--- config.mk ---
export PLATFORM = sky130hd
export DESIGN_NAME = lcd_init_writer_flat
export DESIGN_NICKNAME = d
export VERILOG_FILES = /design/src/rtl/lcd_pkg.sv /design/src/rtl/lcd_init_writer_if.sv /design/src/rtl/lcd_delay_timer.sv /design/src/rtl/lcd_init_writer.sv /design/src/flat_wrapper.sv
export SDC_FILE = /design/constraint.sdc
export NUM_CORES = 1
export LEC_CHECK = 0
export CORE_MARGIN = 5
export CORE_UTILIZATION = 56
export DETAILED_ROUTE_END_ITERATION = 8
export PLACE_DENSITY_LB_ADDON = 0.25
export SLEW_MARGIN = 10
export SYNTH_ARGS = -nofsm -noshare
export SYNTH_HDL_FRONTEND = slang
export SYNTH_SLANG_ARGS = --single-unit
--- constraint.sdc ---
create_clock -name clk -period 5.2 [get_ports clk]
set_input_delay 0.52 -clock clk [delete_from_list [all_inputs] [get_ports clk]]
set_output_delay 0.52 -clock clk [all_outputs]
set_load 0.1 [all_outputs]
--- src/rtl/lcd_pkg.sv ---
// Shared types and constants for the 8080-bus LCD init/fill writer.
// ROM word layout: [17:16] opcode, [15:0] value.
package lcd_pkg;

  localparam int unsigned WORD_W      = 18;
  localparam int unsigned DATA_W      = 16;
  localparam int unsigned PIXEL_COUNT = 76800;  // 320 x 240

  typedef enum logic [1:0] {
    OP_CMD   = 2'b00,
    OP_DATA  = 2'b01,
    OP_DELAY = 2'b10,
    OP_END   = 2'b11
  } opcode_t;

  typedef enum logic [2:0] {
    IDLE,
    WAIT_ROM,
    DECODE,
    WR_LO,
    WR_HI,
    DELAY,
    ADVANCE,
    DONE
  } state_t;

  function automatic logic is_bus_write(input opcode_t op);
    return (op == OP_CMD) || (op == OP_DATA);
  endfunction

endpackage

--- src/rtl/lcd_init_writer_if.sv ---
// 8080-style parallel LCD write bus: chip select, data/command, write strobe, data.
interface lcd_init_writer_if;
  import lcd_pkg::*;

  logic              lcd_cs_n;
  logic              lcd_dc;
  logic              lcd_wr_n;
  logic [DATA_W-1:0] lcd_data;

  modport master (output lcd_cs_n, output lcd_dc, output lcd_wr_n, output lcd_data);
  modport slave  (input  lcd_cs_n, input  lcd_dc, input  lcd_wr_n, input  lcd_data);

endinterface

--- src/rtl/lcd_delay_timer.sv ---
// Down-counter for DELAY words; expired is high on the last cycle of a loaded delay.
module lcd_delay_timer (
  input  logic        clk,
  input  logic        rst,
  input  logic        load,
  input  logic        count,
  input  logic [31:0] load_val,
  output logic        expired
);

  logic [31:0] remain;

  always_ff @(posedge clk) begin
    if (rst) begin
      remain <= '0;
    end else if (load) begin
      remain <= load_val;
    end else if (count && (remain != '0)) begin
      remain <= remain - 32'd1;
    end
  end

  // Loaded with N, the Nth counting cycle sees remain==1.
  always_comb begin
    expired = (remain <= 32'd1);
  end

endmodule

--- src/rtl/lcd_init_writer.sv ---
// Walks an upstream ROM of CMD/DATA/DELAY/END words and replays them as 8080 bus writes.
// All outputs are registered from the next state so wr_n and cs_n never glitch.
module lcd_init_writer
  import lcd_pkg::*;
#(
  parameter int unsigned WR_LO_CYC  = 2,
  parameter int unsigned WR_HI_CYC  = 2,
  parameter int unsigned CLK_PER_MS = 50000,
  parameter int unsigned ROM_LAT    = 2
) (
  input  logic              clk,
  input  logic              rst,
  input  logic              start,
  input  logic [WORD_W-1:0] rom_word,
  output logic              cnt_en,
  output logic              busy,
  output logic              done,
  lcd_init_writer_if.master lcd
);

  state_t            state, next_state;
  logic [31:0]       phase_cnt;
  opcode_t           word_op;
  logic [DATA_W-1:0] word_val;
  logic              dly_load, dly_count, dly_expired;
  logic [31:0]       dly_len;

  logic              cnt_en_d, busy_d, done_d;
  logic              cs_n_q, cs_n_d;
  logic              wr_n_q, wr_n_d;
  logic              dc_q, dc_d;
  logic [DATA_W-1:0] data_q, data_d;

  always_comb begin
    word_op  = opcode_t'(rom_word[WORD_W-1:DATA_W]);
    word_val = rom_word[DATA_W-1:0];
  end

  always_comb begin
    dly_load  = (state == DECODE) && (word_op == OP_DELAY);
    dly_count = (state == DELAY);
    dly_len   = 32'(word_val) * CLK_PER_MS;
  end

  lcd_delay_timer u_delay (
    .clk      (clk),
    .rst      (rst),
    .load     (dly_load),
    .count    (dly_count),
    .load_val (dly_len),
    .expired  (dly_expired)
  );

  // State register; the phase counter restarts on every state change.
  always_ff @(posedge clk) begin
    if (rst) begin
      state     <= IDLE;
      phase_cnt <= '0;
      cnt_en    <= 1'b0;
      busy      <= 1'b0;
      done      <= 1'b0;
      cs_n_q    <= 1'b1;
      wr_n_q    <= 1'b1;
      dc_q      <= 1'b0;
      data_q    <= '0;
    end else begin
      state     <= next_state;
      phase_cnt <= (next_state != state) ? '0 : phase_cnt + 32'd1;
      cnt_en    <= cnt_en_d;
      busy      <= busy_d;
      done      <= done_d;
      cs_n_q    <= cs_n_d;
      wr_n_q    <= wr_n_d;
      dc_q      <= dc_d;
      data_q    <= data_d;
    end
  end

  always_comb begin
    next_state = state;
    case (state)
      IDLE:     if (start) next_state = WAIT_ROM;
      WAIT_ROM: if (phase_cnt == ROM_LAT - 1) next_state = DECODE;
      DECODE: begin
        case (word_op)
          OP_CMD, OP_DATA: next_state = WR_LO;
          OP_DELAY:        next_state = (word_val == '0) ? ADVANCE : DELAY;
          OP_END:          next_state = DONE;
          default:         next_state = DONE;
        endcase
      end
      WR_LO:    if (phase_cnt == WR_LO_CYC - 1) next_state = WR_HI;
      WR_HI:    if (phase_cnt == WR_HI_CYC - 1) next_state = ADVANCE;
      DELAY:    if (dly_expired) next_state = ADVANCE;
      ADVANCE:  next_state = WAIT_ROM;
      DONE:     next_state = DONE;
      default:  next_state = IDLE;
    endcase
  end

  // Output values for the coming cycle; data/dc are loaded only when a write is decoded.
  always_comb begin
    cnt_en_d = (next_state == ADVANCE);
    busy_d   = (next_state != IDLE) && (next_state != DONE);
    done_d   = (next_state == DONE);
    wr_n_d   = (next_state != WR_LO);
    cs_n_d   = cs_n_q;
    dc_d     = dc_q;
    data_d   = data_q;
    if ((state == DECODE) && is_bus_write(word_op)) begin
      cs_n_d = 1'b0;
      dc_d   = rom_word[DATA_W];
      data_d = word_val;
    end
    if (next_state == DONE) begin
      cs_n_d = 1'b1;
    end
  end

  assign lcd.lcd_cs_n = cs_n_q;
  assign lcd.lcd_wr_n = wr_n_q;
  assign lcd.lcd_dc   = dc_q;
  assign lcd.lcd_data = data_q;

endmodule

--- src/flat_wrapper.sv ---
// flat-port wrapper written by rule: the top's interface ports become plain ports
module lcd_init_writer_flat import lcd_pkg::*;
#(
  parameter int unsigned WR_LO_CYC  = 2,
  parameter int unsigned WR_HI_CYC  = 2,
  parameter int unsigned CLK_PER_MS = 50000,
  parameter int unsigned ROM_LAT    = 2
)
  (clk, rst, start, rom_word, cnt_en, busy, done, lcd_lcd_cs_n, lcd_lcd_dc, lcd_lcd_wr_n, lcd_lcd_data);
  lcd_init_writer_if lcd_i ();
  input  logic clk;
  input  logic rst;
  input  logic start;
  input  logic [WORD_W-1:0] rom_word;
  output logic cnt_en;
  output logic busy;
  output logic done;
  output wire logic [$bits(lcd_i.lcd_cs_n)-1:0] lcd_lcd_cs_n;
  output wire logic [$bits(lcd_i.lcd_dc)-1:0] lcd_lcd_dc;
  output wire logic [$bits(lcd_i.lcd_wr_n)-1:0] lcd_lcd_wr_n;
  output wire logic [$bits(lcd_i.lcd_data)-1:0] lcd_lcd_data;
  assign lcd_lcd_cs_n = lcd_i.lcd_cs_n;
  assign lcd_lcd_dc = lcd_i.lcd_dc;
  assign lcd_lcd_wr_n = lcd_i.lcd_wr_n;
  assign lcd_lcd_data = lcd_i.lcd_data;
  lcd_init_writer #(.WR_LO_CYC(WR_LO_CYC), .WR_HI_CYC(WR_HI_CYC), .CLK_PER_MS(CLK_PER_MS), .ROM_LAT(ROM_LAT)) u_core (.clk(clk), .rst(rst), .start(start), .rom_word(rom_word), .cnt_en(cnt_en), .busy(busy), .done(done), .lcd(lcd_i));
endmodule
* Word-level counts from Yosys, hierarchy flattened *
Cells that the tools add are included.
Widths: inputs -> output; s select.

storage, ports and cells
  input port bits = 21
  word-level logic and storage cells = 56
  output and inout port bits = 22
  register bits after elaboration = 89

cells by class
  equality and inequality tests = 16
  magnitude comparators = 1
  multipliers = 1
  reduce and logical (&&, ||, !) cells = 15
  add/sub/neg operators = 2
  mux-type cells = 10

operator list
  kind                    number
  $mux 32                 2
  $add 32x1->32 const B   1
  $eq 32x1->1 const B     1
  $le 32x1->1 const B     1
  $reduce_bool 32->1      1
  $sub 32x1->32 const B   1
  $mul 16x12->28 const B  1
  $pmux 3 s8              1
  $eq 3x3->1 const B      6
  $logic_not 16->1        1
  $mux 3                  5
  $pmux 3 s3              1
  $reduce_or 2->1         4
  $eq 3x2->1 const B      2
  $eq 2x2->1 const B      2
  $logic_and 1x1->1       4
  $eq 3x1->1 const B      1
  $logic_not 3->1         1
  $ne 3x2->1 const B      1
  $ne 3x3->1              1
  $ne 3x3->1 const B      1
  $reduce_bool 3->1       1
  $eq 2x1->1 const B      1
  $logic_not 2->1         1
  3 further kinds         3

* Logic depth before layout (Yosys ltp) *
  depth after elaboration = 6
  gate-level depth with buffers = 18

* By module *
From an unflattened synthesis, not the netlist that was laid out.

second synthesis, totals
  cell total of the unflattened synthesis = 958
  area, all modules = 8,260.4 um^2

modules (own cells, without submodules)
  module           cells an instance  seq. area each (um^2)  times used  area an instance (um^2)
  lcd_init_writer  715                1,141.1                1           6,190.9
  lcd_delay_timer  243                640.6                  1           2,069.5

* Worst setup path after synthesis *
No wires, ideal clock.

  kind = input-to-reg
  from = input rom_word[2]
  to = register u_core.u_delay.remain[31]
  path buffers = 0
  setup time = 0.116 ns
  setup slack = 0.269 ns
  stages = 18
  arrival time = 4.814 ns
  required time = 5.084 ns
  cells stage by stage = inv_1 ha_1 ha_1 xor2_1 ha_1 a31o_2 fa_1 inv_1 fa_1 inv_1 ha_1 and3_1 and3_1 a2111oi_0 nor3_1 nor3_1 o21ai_0 and4_1

on the way
  longest elaborated chain between the ends = 2

ends and longest elaborated chain
  element               RTL line               text
  start, declared       flat_wrapper.sv:14     input logic [WORD_W-1:0] rom_word;
  $mul 16x12->28        lcd_init_writer.sv:42  dly_len = 32'(word_val) * CLK_PER_MS;
  $mux 32               lcd_delay_timer.sv:16  end else if (load) begin
  end signal, assigned  lcd_delay_timer.sv:17  remain <= load_val;
  end signal, assigned  lcd_delay_timer.sv:19  remain <= remain - 32'd1;
  end, declared         lcd_delay_timer.sv:11  logic [31:0] remain;

No other way between the ends.
A chain may end at the register's enable or synchronous reset.

* Final worst setup path *
  from = input rom_word[6]
  to = register u_core.u_delay.remain[24]

The elaborated chain is that of the path after synthesis.

==> results.cfg <==
[status]
status = completed

[global_route]
grt_pass1_vias = 6759
grt.overflow.total = 0
antenna_found_initial = 0
grt_max_degree = 39
use_met3_pct = 4.58
grt_first_pass_wirelength_um = 31700
busiest_layer = met2
grt_usage_pct = 23.2
global_route.usage.met1_pct = 29.4
grtUsageMet2_pct = 40.7

[floorplan]
ioPinCount = 43
coreArea_mm2 = 0.0139
die_x_um = 130
die-area_mm2 = 0.0168
die_y_um = 130
initial_core_util_pct = 57.5
fp-row-count = 43

[worst_setup_path]
crit_path_cell_trace = clkdlybuf4s50_1 -> buf_4 -> ha_1 -> ha_1 -> inv_1 -> fa_1 -> fa_1 -> fa_1 -> inv_1 -> ha_1 -> a2111oi_1 -> o21ai_1 -> a211oi_1 -> buf_4 -> o2111ai_1 -> o211a_1 -> xnor2_1 -> a211oi_1
crit_fanout = 4
required_ns = 5.43
crit_path_end_kind = register
crit_type = in2reg
slowest_stage = fa_1
critical_path.max_stage_delay_ns = 0.56
start_kind = input pin
worst-r2r-cell-count = 6
crit_arrival_ns = 5.25
r2r-end = u_core.phase_cnt[15]$_SDFF_PP0_
regToRegSetupSlack_ns = 2.21
r2r-start = u_core.u_delay.remain[28]$_SDFFE_PP0P_

[finish]
nFillCells = 1127
stdcell_area_mm2 = 0.00944
drive_gt1_share_pct = 12.0
diodes = 0
nets = 1229
mostFrequentLayoutCells = 124 x inv_1, 124 x ha_1, 89 x dfxtp_1
syn_to_final_growth_pct = 17.7
seq_area_mm2 = 0.00178
multi_input_area_mm2 = 0.00568

[detailed_routing]
wl_per_cell_um = 15.1
dr.pass1.iters = 6
viasPerCell = 5.49
drt-initial-drc-count = 273
drtAntennaViolNets = 0
drc_errors = 0
wirelength_um = 18600
vias = 6775

[synthesis]
synth_cells = 950
yosysWarnings = 0
synth.net_count = 1131
yosys.area_share.simple_pct = 20.8
synth.cell_area_mm2 = 0.00802
synth_area_per_cell_um2 = 8.44
ys_seq_elements = 89
synth-compound-area-share_pct = 12.6
async_flop_share_pct = 0
synth_edf_count = 0
synth_top_family_by_area = adder cells
synthMuxAreaShare_pct = 0.265
yosysSeqAreaShare_pct = 22.2
synth_fa_ha_area_share_pct = 28.3
synth_ff_type = dfxtp_1
synthXorXnorAreaFrac_pct = 8.30
synth_cell_type_count = 67

[clocking]
cts_tree = done
clk_latency_ns = 0.36
cts_resized = 0
htreeDepth = 3
clkSinkCount = 89
post_cts_buffers = 0
clk_path_buf_depth = 2
cts_hold_buffers = 0
cts.clk_slew.worst_paths_ns = 0.07
cts_root_buffer = clkbuf_16
cts_buffers = 9

[timing]
min_period_ns = 5.02
fin_skew_ns = 0.00588
tightest_slew_ns = 1.09
max_slew_margin_pct = 26.9
final_hold_viol_count = 0
setup_viol = 0
slew_viol_final = 0
post-route-period-util_pct = 96.5
clock.fmax_mhz = 199

[hold_path]
hold_path_class = reg2reg
hold_start = u_core.lcd.lcd_data[8]$_SDFFE_PP0P_
holdPathStages = 2
min_to = u_core.lcd.lcd_data[8]$_SDFFE_PP0P_

[placement]
finalWeightedCongestion = 0.936
port-buffer-count = 42
place_area_mm2 = 0.00911
dp_hpwl_um = 14900

[power_and_ir_drop]
cellLeakagePower_nw = 4.33
ir_worst_vdd_uv = 246
powerDensity_mw_per_mm2 = 396
power_w = 0.00373

[run]
max-cap-violations = 0
[worst max path at each step]
stage	slack (ns)	startpoint	endpoint
after CTS	0.12	rom_word[8]	u_core.u_delay.remain[31]$_SDFFE_PP0P_
after global routing	-0.004	rom_word[8]	u_core.u_delay.remain[21]$_SDFFE_PP0P_
after floorplan	0.27	rom_word[2]	u_core.u_delay.remain[31]$_SDFFE_PP0P_
after detailed placement	-0.25	rom_word[6]	u_core.u_delay.remain[24]$_SDFFE_PP0P_
final	0.18	rom_word[6]	u_core.u_delay.remain[24]$_SDFFE_PP0P_
after global placement	-0.15	rom_word[2]	u_core.u_delay.remain[31]$_SDFFE_PP0P_
[logic make-up (layout without fill, tap and decap cells)]
| kind of cell | Yosys count | count (layout) |
|---|---|---|
| xor gates and xnor gates | 76 | 76 |
| muxes | 2 | 2 |
| adders and majority gates | 160 | 160 |
| and+or+nand+nor | 315 | 315 |
| AOI/OAI and AO/OA | 154 | 154 |
| buffers and inverters | 154 | 257 |
| DFF | 89 | 89 |
[sequential cells by signal, indices dropped and copies added, names as in the netlist]
| name | flops |
|---|---|
| u_core.state | 3 |
| u_core.phase_cnt | 32 |
| u_core.lcd.lcd_wr_n | 1 |
| u_core.u_delay.remain | 32 |
| u_core.busy | 1 |
| u_core.cnt_en | 1 |
| u_core.lcd.lcd_cs_n | 1 |
| u_core.done | 1 |
| u_core.lcd.lcd_data | 16 |
| u_core.lcd.lcd_dc | 1 |
[worst max-delay path, delay by kind of cell]
kind / cells / cell delay, ns
compound gates: 6 / 1.20
xor+xnor: 1 / 0.29
fa+ha+maj: 6 / 2.29
buf+inv: 5 / 0.92
[where the power goes]
group / total (W) / internal (W) / leakage, nW / switching (W)
registers: 0.000716 / 0.000696 / 0.718 / 0.0000193
logic: 0.00233 / 0.00110 / 3.46 / 0.00123
clock network: 0.000689 / 0.000382 / 0.149 / 0.000307
[final cells by class]
type                       count  area share, %
clock buffer                   9           2.39
clock inverter                 7          0.888
inverter                     124           4.93
multi-input combinational    707           60.2
sequential                    89           18.9
tap                          180           2.39
timing repair buffer         117           10.4
[cells in the mapped netlist (3+ instances only)]
| cell | n | area (um2) |
|---|---|---|
| a211oi_1 | 15 | 113 |
| a21o_1 | 8 | 60.1 |
| fa_1 | 36 | 721 |
| and3_1 | 13 | 81.3 |
| and4_1 | 3 | 26.3 |
| nand4_1 | 14 | 87.6 |
| a311oi_1 | 3 | 26.3 |
| nor2_1 | 52 | 195 |
| clkbuf_1 | 19 | 71.3 |
| buf_4 | 3 | 22.5 |
| nand2b_1 | 8 | 50.1 |
| a31o_2 | 5 | 43.8 |
| or3_1 | 16 | 100 |
| o2111ai_1 | 5 | 43.8 |
| o21a_1 | 3 | 22.5 |
| or3_2 | 5 | 37.5 |
| buf_1 | 3 | 11.3 |
| o21ai_0 | 24 | 120 |
| ha_1 | 124 | 1550 |
| nand3_1 | 29 | 145 |
| xor2_1 | 42 | 368 |
| a21oi_1 | 50 | 250 |
| xnor2_1 | 34 | 298 |
| a21boi_0 | 3 | 22.5 |
| a2111oi_0 | 3 | 26.3 |
| nor3_1 | 61 | 305 |
| buf_2 | 5 | 25.0 |
| and2_1 | 4 | 25.0 |
| dfxtp_1 | 89 | 1780 |
| or2_2 | 4 | 25.0 |
| inv_1 | 124 | 465 |
| nand2_1 | 72 | 270 |
| o211ai_1 | 5 | 37.5 |
| a31oi_1 | 7 | 43.8 |
| nor4_1 | 11 | 68.8 |
| o21bai_1 | 5 | 37.5 |
[per-stage QoR]
step / std cells / setup slack [ns] / hold WS (ns) / utilization, % / TNS, ns
finish: 1233 / 0.184 / 0.457 / 67.7 / 0
global route: 1233 / -0.00391 / 0.485 / 67.7 / -0.00391
detailed placement: 1217 / -0.249 / 0.450 / 65.4 / -1.70
CTS: 1233 / 0.116 / 0.460 / 67.6 / 0
global placement: 1217 / -0.152 / 0.444 / 65.4 / -0.692
floorplan: 950 / 0.269 / 0.464 / - / 0
[per-layer routing]
| metal | wire, um | vias to the layer above | share of wire (%) |
|---|---|---|---|
| met3 | 648 | 27 | 3.5 |
| met4 | 320 | 0 | 1.7 |
| met5 | 0 | - | 0 |
| li1 | - | 3489 | - |
| met1 | 8550 | 3156 | 46 |
| met2 | 9100 | 103 | 49 |
Power figures use the tool's default switching activity.
